File: src/rtl/srt4_host_seq.sv
// Command FIFO and sequencer feeding the srt4 divider's serial operand protocol.
// Build option: SRT4_SEQ_DIVZERO_BYPASS_EN answers zero-divisor commands without using the divider.
module srt4_host_seq #(
  parameter int FIFO_DEPTH = 4,
  parameter int TIMEOUT    = 64
) (
  input  logic       clk,
  input  logic       rst,
  input  logic       cmd_valid,
  output logic       cmd_ready,
  input  logic [7:0] cmd_dividend,
  input  logic [7:0] cmd_divisor,
  output logic       rsp_valid,
  input  logic       rsp_ready,
  output logic [7:0] rsp_quotient,
  output logic [7:0] rsp_remainder,
  output logic [1:0] rsp_err,
  output logic [7:0] div_inbus,
  output logic       div_begin,
  output logic       div_rst_b,
  input  logic [7:0] div_outbus,
  input  logic       div_end,
  output logic [2:0] dbg_state
);
  localparam int AW = $clog2(FIFO_DEPTH);
  localparam logic [AW:0] DEPTH_C = (AW+1)'(FIFO_DEPTH);
  localparam logic [7:0] TO_C = 8'(TIMEOUT);

  typedef enum logic [2:0] {
    S_IDLE, S_LOAD_A, S_LOAD_B, S_WAIT, S_READ_R, S_RECOVER, S_RESP
  } state_t;

  state_t state, state_nx;

  logic [15:0]   mem [FIFO_DEPTH];
  logic [AW-1:0] wr_ptr, rd_ptr;
  logic [AW:0]   count;
  logic          fifo_ne_q;
  logic          push, pop;
  logic [7:0]    head_a, head_b;
  logic [7:0]    op_a, op_b, q_hold, cnt;
  logic          rst_d;
  logic          ld_rsp;
  logic [7:0]    nx_q, nx_r;
  logic [1:0]    nx_err;

  // Both ports use valid/ready: a transfer happens on a rising edge where valid & ready are
  // both high; the producer holds valid and its data stable until that edge.
  assign cmd_ready = (count != DEPTH_C);
  assign push      = cmd_valid & cmd_ready;
  assign head_a    = mem[rd_ptr][15:8];
  assign head_b    = mem[rd_ptr][7:0];

  always_ff @(posedge clk) begin
    if (push) mem[wr_ptr] <= {cmd_dividend, cmd_divisor};
  end

  // fifo_ne_q lags the count by one cycle, giving the two-cycle push-to-LOAD_A latency.
  always_ff @(posedge clk) begin
    if (rst) begin
      wr_ptr    <= '0;
      rd_ptr    <= '0;
      count     <= '0;
      fifo_ne_q <= 1'b0;
    end else begin
      if (push) wr_ptr <= wr_ptr + 1'b1;
      if (pop)  rd_ptr <= rd_ptr + 1'b1;
      case ({push, pop})
        2'b10:   count <= count + 1'b1;
        2'b01:   count <= count - 1'b1;
        default: ;
      endcase
      fifo_ne_q <= (count != '0);
    end
  end

  always_ff @(posedge clk) begin
    if (rst) state <= S_IDLE;
    else     state <= state_nx;
  end

  always_comb begin
    state_nx = state;
    pop      = 1'b0;
    ld_rsp   = 1'b0;
    nx_q     = 8'h00;
    nx_r     = 8'h00;
    nx_err   = 2'd0;
    case (state)
      S_IDLE: begin
        if (fifo_ne_q) begin
          pop = 1'b1;
`ifdef SRT4_SEQ_DIVZERO_BYPASS_EN
          if (head_b == 8'd0) begin
            state_nx = S_RESP;
            ld_rsp   = 1'b1;
            nx_q     = 8'hFF;
            nx_r     = head_a;
            nx_err   = 2'd1;
          end else begin
            state_nx = S_LOAD_A;
          end
`else
          state_nx = S_LOAD_A;
`endif
        end
      end
      S_LOAD_A: state_nx = S_LOAD_B;
      S_LOAD_B: state_nx = S_WAIT;
      S_WAIT: begin
        // Completion takes priority over the timeout limit in the same cycle.
        if (div_end)          state_nx = S_READ_R;
        else if (cnt == TO_C) state_nx = S_RECOVER;
      end
      S_READ_R: begin
        state_nx = S_RESP;
        ld_rsp   = 1'b1;
        nx_q     = q_hold;
        nx_r     = div_outbus;
      end
      S_RECOVER: begin
        if (cnt == 8'd1) begin
          state_nx = S_RESP;
          ld_rsp   = 1'b1;
          nx_err   = 2'd2;
        end
      end
      S_RESP: if (rsp_ready) state_nx = S_IDLE;
      default: state_nx = S_IDLE;
    endcase
  end

  // cnt counts cycles spent in WAIT (timeout) and in RECOVER (reset pulse width).
  always_ff @(posedge clk) begin
    if (rst) begin
      cnt <= 8'd0;
    end else if ((state == S_WAIT || state == S_RECOVER) && state_nx == state) begin
      cnt <= cnt + 8'd1;
    end else begin
      cnt <= 8'd0;
    end
  end

  always_ff @(posedge clk) begin
    if (rst) begin
      op_a          <= 8'h00;
      op_b          <= 8'h00;
      q_hold        <= 8'h00;
      rsp_quotient  <= 8'h00;
      rsp_remainder <= 8'h00;
      rsp_err       <= 2'd0;
      rst_d         <= 1'b1;
    end else begin
      rst_d <= 1'b0;
      if (pop) begin
        op_a <= head_a;
        op_b <= head_b;
      end
      if (state == S_WAIT && div_end) q_hold <= div_outbus;
      if (ld_rsp) begin
        rsp_quotient  <= nx_q;
        rsp_remainder <= nx_r;
        rsp_err       <= nx_err;
      end
    end
  end

  always_comb begin
    div_inbus = 8'h00;
    case (state)
      S_LOAD_A:                  div_inbus = op_a;
      S_LOAD_B, S_WAIT, S_READ_R: div_inbus = op_b;
      default:                   ;
    endcase
  end

  assign div_begin = (state == S_LOAD_A);
  assign div_rst_b = ~(rst | rst_d | (state == S_RECOVER));
  assign rsp_valid = (state == S_RESP);
  assign dbg_state = state;

endmodule

File: config.mk
export PLATFORM = sky130hd
export DESIGN_NAME = srt4_host_seq
export DESIGN_NICKNAME = d
export VERILOG_FILES = /design/src/rtl/srt4_host_seq.sv
export SDC_FILE = /design/constraint.sdc
export NUM_CORES = 1
export LEC_CHECK = 0
export ABC_AREA = 1
export CORE_ASPECT_RATIO = 1.2
export CORE_MARGIN = 5
export CORE_UTILIZATION = 40
export DETAILED_ROUTE_END_ITERATION = 8
export PLACE_DENSITY = 0.66
export SLEW_MARGIN = 30
export SYNTH_ARGS = -nofsm -noshare
export SYNTH_HDL_FRONTEND = slang
export SYNTH_SLANG_ARGS = --single-unit
File: constraint.sdc
create_clock -name clk -period 2 [get_ports clk]
set_input_delay 0.5 -clock clk [delete_from_list [all_inputs] [get_ports clk]]
set_output_delay 0.5 -clock clk [all_outputs]
set_load 0.01 [all_outputs]
==> results.cfg, run 1 <==
[worst_setup_path]
crit_chain = inv_4, buf_6, nand3_4, buf_6, o22ai_4, buf_6
crit_buf_inv = 4
reg2reg_depth = 11
r2r_start = dbg_state[0]
crit_top_cell = buf_6
slowest_stage = dfxtp_2
cp_top_family = buffers and inverters
rr_endpoint = count[2]
cp.required_ns = 1.50
end_kind = primary output
cp_data_arrival_time_ns = 1.49
path_max_fanout = 5
max_stage_delay_ns = 0.33
worstSetupPathType = reg -> out
start_kind = flip-flop
reg2reg_slack_ns = 0.18

[power_and_ir_drop]
p_per_area_nw_per_um2 = 1290
p_leak_nw = 2.54
irDropWorstVdd_mv = 0.707

[synthesis]
synth_most_common_cell = edfxtp_1
netlist.area_leader.share_pct = 38.1
ys_seq_area_share_pct = 62.4
synth_top_cells_by_area = edfxtp_1 (38%), dfxtp_1 (24%), a21oi_1 (5.0%)
yosys-top-cells-count = edfxtp_1 (64), dfxtp_1 (61), inv_1 (60), nand2_1 (59), nor2_1 (53)
synthCells = 508
ys.flop_type = edfxtp_1
synthArstFlopShare_pct = 0
yosysUniqueCellTypes = 35
synth_top_area_cell = edfxtp_1
synth-edff-count = 64
synth_seq_cells = 125
yosysWarnings = 0
avgSynthCellArea_sq_um = 9.92
synth_fp_nets = 546
synth_area_sq_um = 5040

[place]
gp_congestion = 0.797
post-place-ws_ns = -0.128
portBuffers = 60
dp.cells = 734
dp_hpwl_mm = 6.87

[routing]
top_layer = met4
vias = 3805
wl_per_cell_um = 14.3
met1_length_mm = 4.67
drtIter0Drc = 266
met3_length_um = 530
vias_per_cell = 4.94
drc = 0
firstDrtPassIters = 8
drt-total-wl_mm = 11.0
drtAntennaViolNets = 0
wl_met2_mm = 5.57

[sta]
slew_headroom_pct = 63.2
post-route-min-period_ns = 1.99
rsz0062_at_grt = yes
setup_violations = 0
worst_clock_skew_ns = 0.00597
period_share_pct = 99.4
worst_pin_slew_ns = 0.552
finalHoldViolCount = 0
maxSlewViolCount = 0
setup_ws_ns = 0.0121
setup_tns_ns = 0
clock.fmax_mhz = 503

[cells_and_area]
final_nets = 632
fillers = 1103
diodes = 0
final_cell_count_no_fill = 771
final_util_pct = 54.0
drive_gt1_share_pct = 17.8
area_delta_synth_final_pct = 34.0

[min_path]
hold_path_depth = 2
hold_path_end = rsp_remainder[3]
min_from = rsp_remainder[3]
hold_path_class = reg -> reg

[floorplanning]
coreArea_sq_um = 12500
die_area_sq_um = 15000
io_pins = 62
die_w_um = 112
chipHeight_um = 133
start_util_pct = 40.3
num_rows = 45

[cts]
htree_levels = 4
clock_latency_ns = 0.41
clk_pin_slew_ns = 0.06
clkSinkCount = 125
cts_hold_buf = 0
cts_buffer_depth = 2
cts_buffers = 17
cts-root-buf = clkbuf_16
cts_tree = yes

[run]
maxCapViolCount = 0

[grt]
grt_start_max_net_pins = 54
antenna_found_initial = 0
grt_pass1_vias = 3671
overflow = 0
grt_usage_pct = 14.7
grt_pass1_wl_mm = 17.4

[status]
outcome = finished, final reports clean
==> layout make-up <==
cell class | count | area [sq um] | area share, %
clock buffers | 17 | 425 | 6.30
clock inverters | 15 | 258 | 3.82
inverters | 63 | 241 | 3.58
well taps | 164 | 205 | 3.04
multi-input cells | 298 | 1640 | 24.2
flip-flops and latches | 125 | 3150 | 46.6
repair buffers | 89 | 837 | 12.4
==> per-layer routing <==
layer,GRT usage [%],up-vias
met5,0,-
met4,6.48,0
met3,4.25,17
met2,25.6,95
met1,16.6,1800
li1,-,1893
==> timing repair <==
| action | CTS | global route |
|---|---|---|
| hold endpoints to repair | 0 | 0 |
| setup buffers | 3 | 1 |
| endpoints found under the setup margin | 14 | 12 |
| pin swaps | 1 | 1 |
| gates cloned | 0 | 1 |
| gates resized for setup | 51 | 19 |
==> worst max path at each step <==
stage,startpoint,endpoint,slack (ns),cells past startpoint
global route,dbg_state[1],div_inbus[7],-0.05,6
global placement,cmd_valid,count[2],-0.12,9
finish,dbg_state[1],div_inbus[7],0.01,6
detailed placement,cmd_valid,count[2],-0.13,9
floorplan,count[0],count[2],0.11,10
CTS,dbg_state[1],div_inbus[0],-0.08,7
==> state kept, by name (all words and copies together) (netlist names), 3 cells and up <==
| name | cells |
|---|---|
| mem | 64 |
| cnt | 8 |
| op_a | 8 |
| op_b | 8 |
| q_hold | 8 |
| rsp_quotient | 8 |
| rsp_remainder | 8 |
| count | 3 |
| dbg_state | 3 |
==> where the power goes <==
group | switching, mW | internal (mW) | leakage (nW) | total [mW]
clock | 1.15 | 2.36 | 0.329 | 3.51
sequential | 0.120 | 3.04 | 1.08 | 3.16
combinational | 1.22 | 0.793 | 1.12 | 2.01
total | 2.49 | 6.19 | 2.54 | 8.68
==> cells by family after synthesis <==
family	after synthesis	share of synthesized area, %
compound gates	132	14.3
xor+xnor	6	1.04
fa+ha+maj	9	2.38
buf+inv	86	6.88
flops	125	62.4
other cells	1	0.0744
simple gates	149	13.0
==> worst reg2reg max path: cells and delay by family, from the launching register on <==
family / cells / cell delay [ns]
AO/OA/AOI/OAI: 4 / 0.49
adder cells (fa/ha/maj): 2 / 0.48
buffers and inverters: 3 / 0.28
flip-flops: 1 / 0.38
AND/OR/NAND/NOR: 2 / 0.16
==> through the flow <==
step	power, mW	area (sq um)	hold WS, ns
final	8.68	6750	0.458
after global routing	9.12	6750	0.474
after CTS	8.61	6690	0.461
after detailed placement	5.01	5970	0.452
after global placement	4.95	5970	0.447
after floorplan	4.30	5040	0.436
==> layout by cell type (no fill, tap or decap), types with 2 or more instances in the layout <==
master / synthesis / final
clkbuf_16: 0 / 17
a21oi_1: 50 / 49
buf_4: 1 / 21
nor2_2: 8 / 9
nor3b_1: 2 / 2
nand2_1: 59 / 59
o21bai_1: 2 / 2
o21ai_1: 1 / 2
dfxtp_1: 61 / 58
nand3_2: 3 / 3
nand2_2: 2 / 2
nand4_1: 2 / 2
nor2_1: 53 / 52
bufinv_16: 0 / 6
o21ai_0: 49 / 48
inv_1: 60 / 59
o22ai_2: 0 / 7
inv_2: 3 / 2
xor2_1: 5 / 5
clkinv_4: 0 / 4
o22ai_1: 24 / 16
a211oi_1: 2 / 2
dlygate4sd2_1: 0 / 3
buf_12: 0 / 4
buf_6: 2 / 5
dfxtp_2: 0 / 2
ha_1: 8 / 8
edfxtp_1: 64 / 64
clkdlybuf4s50_1: 0 / 46
inv_4: 0 / 2
buf_2: 4 / 9
inv_6: 0 / 4
nand3_1: 16 / 16
Note: power is estimated with default switching activity, not from simulation.
==> run 2: changes to the inputs <==
--- a/config.mk
+++ b/config.mk
@@ -9,6 +9,7 @@
 export CORE_ASPECT_RATIO = 1.2
 export CORE_MARGIN = 5
 export CORE_UTILIZATION = 40
+export CTS_CLUSTER_DIAMETER = 200
 export DETAILED_ROUTE_END_ITERATION = 8
 export PLACE_DENSITY = 0.66
 export SLEW_MARGIN = 30
==> results of run 2 <==
Same layout as run 1: the final DEF is identical, and so are final timing and power.
==> run 3: changes to the inputs <==
--- a/config.mk
+++ b/config.mk
@@ -11,7 +11,8 @@
 export CORE_UTILIZATION = 40
 export CTS_CLUSTER_DIAMETER = 200
 export DETAILED_ROUTE_END_ITERATION = 8
-export PLACE_DENSITY = 0.66
+export PLACE_DENSITY = 0.73
+export REMOVE_ABC_BUFFERS = 1
 export SLEW_MARGIN = 30
 export SYNTH_ARGS = -nofsm -noshare
 export SYNTH_HDL_FRONTEND = slang
==> results.cfg, run 3 (same netlist as run 1, synthesis figures left out) <==
[status]
outcome = finished, final reports clean

[floorplanning]
io_pins = 62
die_w_um = 112
start_util_pct = 40.3
num_rows = 45
coreArea_sq_um = 12500
chipHeight_um = 133
die_area_sq_um = 15000

[run]
maxCapViolCount = 0

[power_and_ir_drop]
p_int_mw = 5.63
comb_power_share_pct = 25.6
irDropWorstVdd_mv = 0.709
power.total_mw = 8.16
p_sw_share_pct = 31.0
p_leak_nw = 2.50
p_per_area_nw_per_um2 = 1220
clkPwrFrac_pct = 35.8
p_sw_mw = 2.53
seqPwrFrac_pct = 38.6

[place]
gp_congestion = 0.801
dp.cells = 736
dp_hpwl_mm = 7.37
portBuffers = 60
post-place-ws_ns = -0.289

[cts]
clkSinkCount = 125
clock_latency_ns = 0.41
htree_levels = 4
cts_hold_buf = 0
clk_pin_slew_ns = 0.06
cts_tree = yes
cts_buffer_depth = 2
cts-root-buf = clkbuf_16
cts_buffers = 17

[worst_setup_path]
end_kind = primary output
max_stage_delay_ns = 0.36
cp_top_family = buffers and inverters
worstSetupPathType = reg -> out
crit_start = dbg_state[2]
cp.required_ns = 1.50
start_kind = flip-flop
path_max_fanout = 7
crit_chain = buf_6, inv_4, nand3_4, buf_8, o22ai_1, buf_2
slowest_stage = dfxtp_4
r2r_start = dbg_state[2]
crit_buf_inv = 4
cp_data_arrival_time_ns = 1.48

[min_path]
hold_path_class = reg -> reg
min_from = rsp_remainder[1]

[sta]
clock.fmax_mhz = 506
setup_violations = 0
worst_clock_skew_ns = 0.00777
maxSlewViolCount = 0
post-route-min-period_ns = 1.98
rsz0062_at_grt = yes
period_share_pct = 98.8
whs_ns = 0.460
slew_headroom_pct = 60.6
finalHoldViolCount = 0
worst_pin_slew_ns = 0.591
setup_ws_ns = 0.0247

[cells_and_area]
final_cell_count_no_fill = 773
fillers = 1085
drive_gt1_share_pct = 18.1
layout_commonest_cell = edfxtp_1
regMostFlops = mem
area_delta_synth_final_pct = 32.9
diodes = 0
largest_reg_flops = 64
final_cell_mix = edfxtp_1 (64), nand2_1 (59), inv_1 (58), dfxtp_1 (58), nor2_1 (51)
final_nets = 634

[routing]
drt-total-wl_mm = 11.5
drtAntennaViolNets = 0
wl_per_cell_um = 14.8
vias_per_cell = 5.03
drtIter0Drc = 258
drc = 0
firstDrtPassIters = 5
vias = 3889

[grt]
grt_usage_pct = 15.7
overflow = 0
grt_start_max_net_pins = 55
antenna_found_initial = 0
grt_pass1_wl_mm = 18.7
grt_pass1_vias = 3918
-- run 3: changes by cell type in the layout (fill, tap and decap cells not counted), sizes merged --
cell,previous run,this run
inv,67,69
clkinv,4,2
clkbuf,17,19
clkinvlp,1,4
nand3,20,19
bufinv,6,1
buf,39,42
-- run 3: power groups by stage --
stage                     registers (mW)  clock network, mW  logic, mW
after global placement              3.18                  0       1.79
after CTS                           3.14               2.96       1.89
after detailed placement            3.19                  0       1.87
after global routing                3.18               3.10       2.31
final                               3.15               2.92       2.09
after floorplan                     3.24                  0      0.969
-- run 3: area by class of cell --
type | count | area [sq um] | area share [%]
clock buffers | 19 | 443 | 6.62
clock inverters | 13 | 130 | 1.94
inverters | 63 | 239 | 3.57
multi-input cells | 297 | 1650 | 24.6
flip-flops and latches | 125 | 3150 | 47.1
well taps | 164 | 205 | 3.06
repair buffers | 92 | 880 | 13.1
-- run 3: per-stage QoR --
stage	instance area, sq um	TNS, ns	util, %
6_report	6700	0	53.6
5_1_grt	6700	-0.221	53.6
4_1_cts	6550	-0.00681	52.4
3_5_place_dp	5980	-2.41	47.9
3_3_place_gp	5980	-1.77	47.9
2_1_floorplan	4930	-0.160	-
-- run 3: final timing paths --
path                      end  slack [ns]  cells after the start
max              div_inbus[4]        0.02                      6
min          rsp_remainder[1]        0.46                      2
max reg2reg          count[2]        0.10                     12
min reg2reg  rsp_remainder[1]        0.46                      2
-- run 3: worst register-to-register path, delay by kind of cell (launching register included) --
family / cells / cell delay [ns]
compound gates: 4 / 0.48
fa+ha+maj: 2 / 0.50
buf+inv: 5 / 0.44
flops: 1 / 0.36
simple gates: 1 / 0.08
-- run 3: what timing repair did --
action / CTS / global route
endpoints found under the setup margin: 15 / 12
pin swaps: 0 / 5
gates resized for setup: 51 / 25
buffers inserted: 1 / 4
-- run 3: per-layer routing --
layer | global-route usage, % | vias to the layer above | wire length, um
met5 | 0 | - | 0
met4 | 5.68 | 0 | 129
met3 | 4.80 | 12 | 723
met2 | 27.0 | 136 | 5900
met1 | 18.5 | 1846 | 4710
li1 | - | 1895 | -
==> RTL edit 1: new RTL, flow settings as in run 2 <==
Change the parameter `FIFO_DEPTH` from 4 to 2.
--- a/src/rtl/srt4_host_seq.sv
+++ b/src/rtl/srt4_host_seq.sv
@@ -1,7 +1,7 @@
 // Command FIFO and sequencer feeding the srt4 divider's serial operand protocol.
 // Build option: SRT4_SEQ_DIVZERO_BYPASS_EN answers zero-divisor commands without using the divider.
 module srt4_host_seq #(
-  parameter int FIFO_DEPTH = 4,
+  parameter int FIFO_DEPTH = 2,
   parameter int TIMEOUT    = 64
 ) (
   input  logic       clk,
Check against the original RTL: not equivalent (Yosys sat finds a counterexample within 4 cycles, from zero or initial values and one cycle with rst high).
==> RTL edit 1 against run 2 <==
Fmax is 1.7% higher. Routed wire length decreased by 28%. Setup slack improved by 0.034 ns. Clock skew up 0.0035 ns. Non-clock buffer count decreased by 5. Cell area down 31%. Synthesized area shrank 29%. Global-route usage decreased by 0.055 points. Total power decreased by 46%. Utilization fell by 0.11 points. Sequential cell count fell by 35.
==> RTL edit 1: results (changes against run 2) <==
Clocking
  – H-tree levels: 3 (was 4)
  – Root Buffer: clkbuf_8 (was clkbuf_16)

Min path
  – HP Start: q_hold[1] (was rsp_remainder[3])
  – Hold Path Sink: q_hold[1] (was rsp_remainder[3])

Global route
  – Met2 Use GR: 24.5% (was 25.6%)
  – First-pass GRT wire length: 12500 µm (was 17400 µm)
  – GRT met3 Usage: 3.76% (was 4.25%)

Place
  – Post-place setup slack: -0.160 ns (was -0.128 ns)
  – Cell count after placement: 557 (was 734)
  – Placed inst area: 4410 µm² (was 5970 µm²)

Drt
  – Met2 WL post-DR: 3820 µm (was 5570 µm)
  – Met3 routed WL: 480 µm (was 530 µm)
  – Post-detailed-route wirelength per cell: 13.6 µm (was 14.3 µm)
  – DRT iter0 DRCs: 147 (was 266)
  – Mean number of vias per cell: 4.95 (was 4.94)

Logic synthesis
  – Top post-synthesis cells by area: dfxtp_1, edfxtp_1, nand2_1 (was edfxtp_1, dfxtp_1, a21oi_1)
  – Syn nets: 412 (was 546)
  – Synth Area in XOR/XNOR: 1.71% (was 1.04%)
  – Yosys cell types: 31 (was 35)
  – Post-Synth Adder-Cell Area: 1.40% (was 2.38%)

Run status
  – Status: complete, no violations (unchanged)

Power
  – Maximum VDD drop: 0.524 mV (was 0.707 mV)

Critical path
  – Critical Path Sink: div_inbus[1] (was div_inbus[7])
  – R2r startpoint: dbg_state[1] (was dbg_state[0])

Layout
  – # fillers: 796 (was 1103)

Timing
  – Worst setup margin: 0.0460 ns (was 0.0121 ns)
## RTL edit 1: cell type report
class                      instances  area [µm²]  area share (%)
clock inverter                     6        72.6            1.55
sequential                        90        2130            45.7
timing repair inverter             1        7.51           0.161
tap                              117         146            3.14
timing repair buffer              84         774            16.6
multi-input combinational        246        1310            28.0
inverter                          25        96.3            2.06
clock buffer                      10         128            2.73
## RTL edit 1: report_power, final
part	total, mW	switching [mW]	internal, mW
clock network	1.26	0.664	0.596
logic	1.10	0.646	0.450
registers	2.34	0.159	2.18
total	4.69	1.47	3.23
## RTL edit 1: timing repair
item                                    4_1_cts  5_1_grt
cloned                                        0        1
gates resized for setup                      25       33
setup buffers                                 0        5
hold endpoints to repair                      0        0
pin swaps                                     1        2
endpoints found under the setup margin       14       10
## RTL edit 1: worst max-delay path: cells and delay by family, from the launching register on
kind                   cells  cell delay, ns
DFF                        1            0.38
and+or+nand+nor            3            0.29
buffers and inverters      3            0.37
AOI/OAI and AO/OA          1            0.06
==> RTL edit 2: new RTL, flow settings as in run 2 <==
Made on the original files. Register the inputs `cmd_dividend`, `cmd_divisor`, `div_outbus` and `div_end` before use, cleared by the reset. The logic sees them one clock later. The other inputs are not delayed to match.
--- a/src/rtl/srt4_host_seq.sv
+++ b/src/rtl/srt4_host_seq.sv
@@ -30,6 +30,25 @@
     S_IDLE, S_LOAD_A, S_LOAD_B, S_WAIT, S_READ_R, S_RECOVER, S_RESP
   } state_t;
 
+  logic [7:0] cmd_dividend_q;
+  logic [7:0] cmd_divisor_q;
+  logic [7:0] div_outbus_q;
+  logic div_end_q;
+
+  always_ff @(posedge clk) begin
+    if (rst) begin
+      cmd_dividend_q <= '0;
+      cmd_divisor_q  <= '0;
+      div_outbus_q   <= '0;
+      div_end_q      <= '0;
+    end else begin
+      cmd_dividend_q <= cmd_dividend;
+      cmd_divisor_q  <= cmd_divisor;
+      div_outbus_q   <= div_outbus;
+      div_end_q      <= div_end;
+    end
+  end
+
   state_t state, state_nx;
 
   logic [15:0]   mem [FIFO_DEPTH];
@@ -52,7 +71,7 @@
   assign head_b    = mem[rd_ptr][7:0];
 
   always_ff @(posedge clk) begin
-    if (push) mem[wr_ptr] <= {cmd_dividend, cmd_divisor};
+    if (push) mem[wr_ptr] <= {cmd_dividend_q, cmd_divisor_q};
   end
 
   // fifo_ne_q lags the count by one cycle, giving the two-cycle push-to-LOAD_A latency.
@@ -109,14 +128,14 @@
       S_LOAD_B: state_nx = S_WAIT;
       S_WAIT: begin
         // Completion takes priority over the timeout limit in the same cycle.
-        if (div_end)          state_nx = S_READ_R;
+        if (div_end_q)          state_nx = S_READ_R;
         else if (cnt == TO_C) state_nx = S_RECOVER;
       end
       S_READ_R: begin
         state_nx = S_RESP;
         ld_rsp   = 1'b1;
         nx_q     = q_hold;
-        nx_r     = div_outbus;
+        nx_r     = div_outbus_q;
       end
       S_RECOVER: begin
         if (cnt == 8'd1) begin
@@ -156,7 +175,7 @@
         op_a <= head_a;
         op_b <= head_b;
       end
-      if (state == S_WAIT && div_end) q_hold <= div_outbus;
+      if (state == S_WAIT && div_end_q) q_hold <= div_outbus_q;
       if (ld_rsp) begin
         rsp_quotient  <= nx_q;
         rsp_remainder <= nx_r;
Formal check against the unedited RTL: not equivalent (a bounded check fails within 4 cycles, from zero or initial values and one cycle with rst high).
==> RTL edit 2 against run 2 <==
The flow now finishes with violations (setup timing). Setup slack lost 0.079 ns. Critical path depth grew 1. Routed wire length is 12% higher. Count of clock-buffer cells in the layout unchanged. Synthesized area grew 13%. Total power increased by 6.5%. Cell area is 8.9% higher. Sequential cell count grew 25. Worst hold slack better by 0.00054 ns. Register-to-register slack got worse by 0.09 ns. Largest power group is now registers.
==> RTL edit 2: results (changes against run 2) <==
Logic synthesis
  – Synth Instances: 581 (was 508)
  – Ys async rst share: 0% (unchanged)
  – Top post-synthesis cells by area: edfxtp_1, dfxtp_1, inv_1 (was edfxtp_1, dfxtp_1, a21oi_1)
  – Most used DFF post-synth: dfxtp_1 (was edfxtp_1)
  – Syn nets: 619 (was 546)
  – Yosys cell types: 31 (was 35)
  – Synth warnings: 0 (unchanged)
  – Post-synth top cells: dfxtp_1, inv_1, nor2_1 (was edfxtp_1, dfxtp_1, inv_1)
  – Sequential area share after synthesis: 64.3% (was 62.4%)

Place
  – Port bufs: 60 (unchanged)
  – Post-DP HPWL: 7950 µm (was 6870 µm)
  – Post-place setup slack: -0.266 ns (was -0.128 ns)
  – Cell count after placement: 815 (was 734)
  – Routability cong.: 0.873 (was 0.797)

Clocking
  – H-tree levels: 4 (unchanged)
  – Root Buffer: clkbuf_16 (unchanged)
  – Inserted Clock Buffers: 17 (unchanged)
  – Clock Latency Late Sink: 0.43 ns (was 0.41 ns)

Global route
  – First-pass GRT wire length: 19800 µm (was 17400 µm)
  – Pin count of the biggest net entering global routing: 44 (was 54)
  – GRT met3 Usage: 4.15% (was 4.25%)
  – Number of global-route vias before repair: 4078 (was 3671)
  – Initial antenna violation count: 0 (unchanged)
  – Met2 Use GR: 25.7% (was 25.6%)
  – Tot GR Track Use: 15.0% (was 14.7%)
  – Met1 Usage GRT: 17.7% (was 16.6%)

Critical path
  – Max FO, Critical Path: 8 (was 5)
  – Worst reg2reg setup slack: 0.09 ns (was 0.18 ns)
  – Worst EP arrival: 1.57 ns (was 1.49 ns)

Run status
  – Status: finished with violations (was complete, no violations)
  – Violated checks: setup timing

Timing
  – Clock skew: 0.0167 ns (was 0.00597 ns)
  – Final Max Tran Viols: 0 (unchanged)
  – TNS Setup: -0.183 ns (was 0 ns)
  – Worst slew margin: 65.4% (was 63.2%)
  – Final setup violation count: 5 (was 0)
  – Worst setup margin: -0.0667 ns (was 0.0121 ns)

Min path
  – Worst hold path type: reg -> reg (unchanged)

Drt
  – First drt pass iteration count: 4 (was 8)
  – DRT iter0 DRCs: 363 (was 266)
  – Mean number of vias per cell: 4.87 (was 4.94)
  – Post-detailed-route wirelength per cell: 14.4 µm (was 14.3 µm)
  – Routed wire length: 12300 µm (was 11000 µm)

Layout
  – Top reg by flops: mem (unchanged)
  – Fin nets: 706 (was 632)
  – Antenna fix cells: 0 (unchanged)
  – Max FFs per register: 64 (unchanged)
  – Share of cells above drive strength 1: 14.7% (was 17.8%)

Power
  – Leak: 2.96 nW (was 2.54 nW)
  – Maximum VDD drop: 0.603 mV (was 0.707 mV)
RTL edit 2: cell types whose count changed in the layout (fill, tap and decap cells not counted), moves of 6 or more:
cell	run 2	this run
dfxtp_1	58	83
nor2_1	52	81
inv_1	59	83
inv_8	0	6
nor2_2	9	3
RTL edit 2: report_power, final:
group / total (mW) / internal, mW / leakage (nW) / switching (mW)
sequential: 3.73 / 3.58 / 1.31 / 0.143
clock: 3.34 / 1.92 / 0.306 / 1.41
combinational: 2.18 / 0.858 / 1.35 / 1.32
RTL edit 2: path summary, 6_finish.rpt:
path,start,end,cells past startpoint
worst max-delay path,dbg_state[1],div_inbus[2],7
worst min-delay path,rsp_quotient[6],rsp_quotient[6],2
worst max register to register,dbg_state[1],count[2],11
worst min register to register,rsp_quotient[6],rsp_quotient[6],2
RTL edit 2: repair_timing:
action,4_1_cts,5_1_grt
pin swaps,2,6
endpoints found under the hold margin,0,0
hold buffers,0,0
endpoints found under the setup margin,14,13
resized for setup,47,25
setup buffers,4,2
RTL edit 2: worst max-delay path: stages (launching register included):
cell and delay [ns]:
dfxtp_2 0.37, inv_4 0.06, nand2_4 0.07, nor2_4 0.05, nor2_4 0.25, buf_6 0.15
o22ai_2 0.05, buf_2 0.14
RTL edit 2: logic make-up after synthesis:
| family | count (synthesis) | synth area share [%] |
|---|---|---|
| AND/OR/NAND/NOR | 169 | 12.1 |
| flip-flops | 150 | 64.3 |
| AO/OA/AOI/OAI | 135 | 12.7 |
| buffers and inverters | 111 | 7.77 |
| adder cells (fa/ha/maj) | 9 | 2.12 |
| XOR/XNOR | 6 | 0.927 |
| other | 1 | 0.0661 |
RTL edit 2: final cells by class:
cell class | instances | area, µm²
Fill cell | 1225 | 6520
Inverter | 86 | 325
Sequential cell | 150 | 3650
Clock buffer | 17 | 425
Clock inverter | 15 | 203
Multi-Input combinational cell | 320 | 1660
Tap cell | 171 | 214
Timing Repair Buffer | 93 | 878
RTL edit 2: through the flow:
stage | utilization, % | power (mW) | area, µm² | hold WS [ns]
4_1_cts | 52.6 | 9.20 | 7300 | 0.461
6_report | 53.0 | 9.24 | 7350 | 0.458
2_1_floorplan | - | 4.94 | 5670 | 0.438
3_5_place_dp | 47.7 | 5.76 | 6620 | 0.451
3_3_place_gp | 47.7 | 5.69 | 6620 | 0.449
5_1_grt | 53.0 | 9.70 | 7350 | 0.479
RTL edit 2: layer usage:
metal,part of all wire [%],vias up
li1,-,2086
met1,42,1939
met2,51,103
met3,4.5,24
met4,2.0,0
met5,0,-
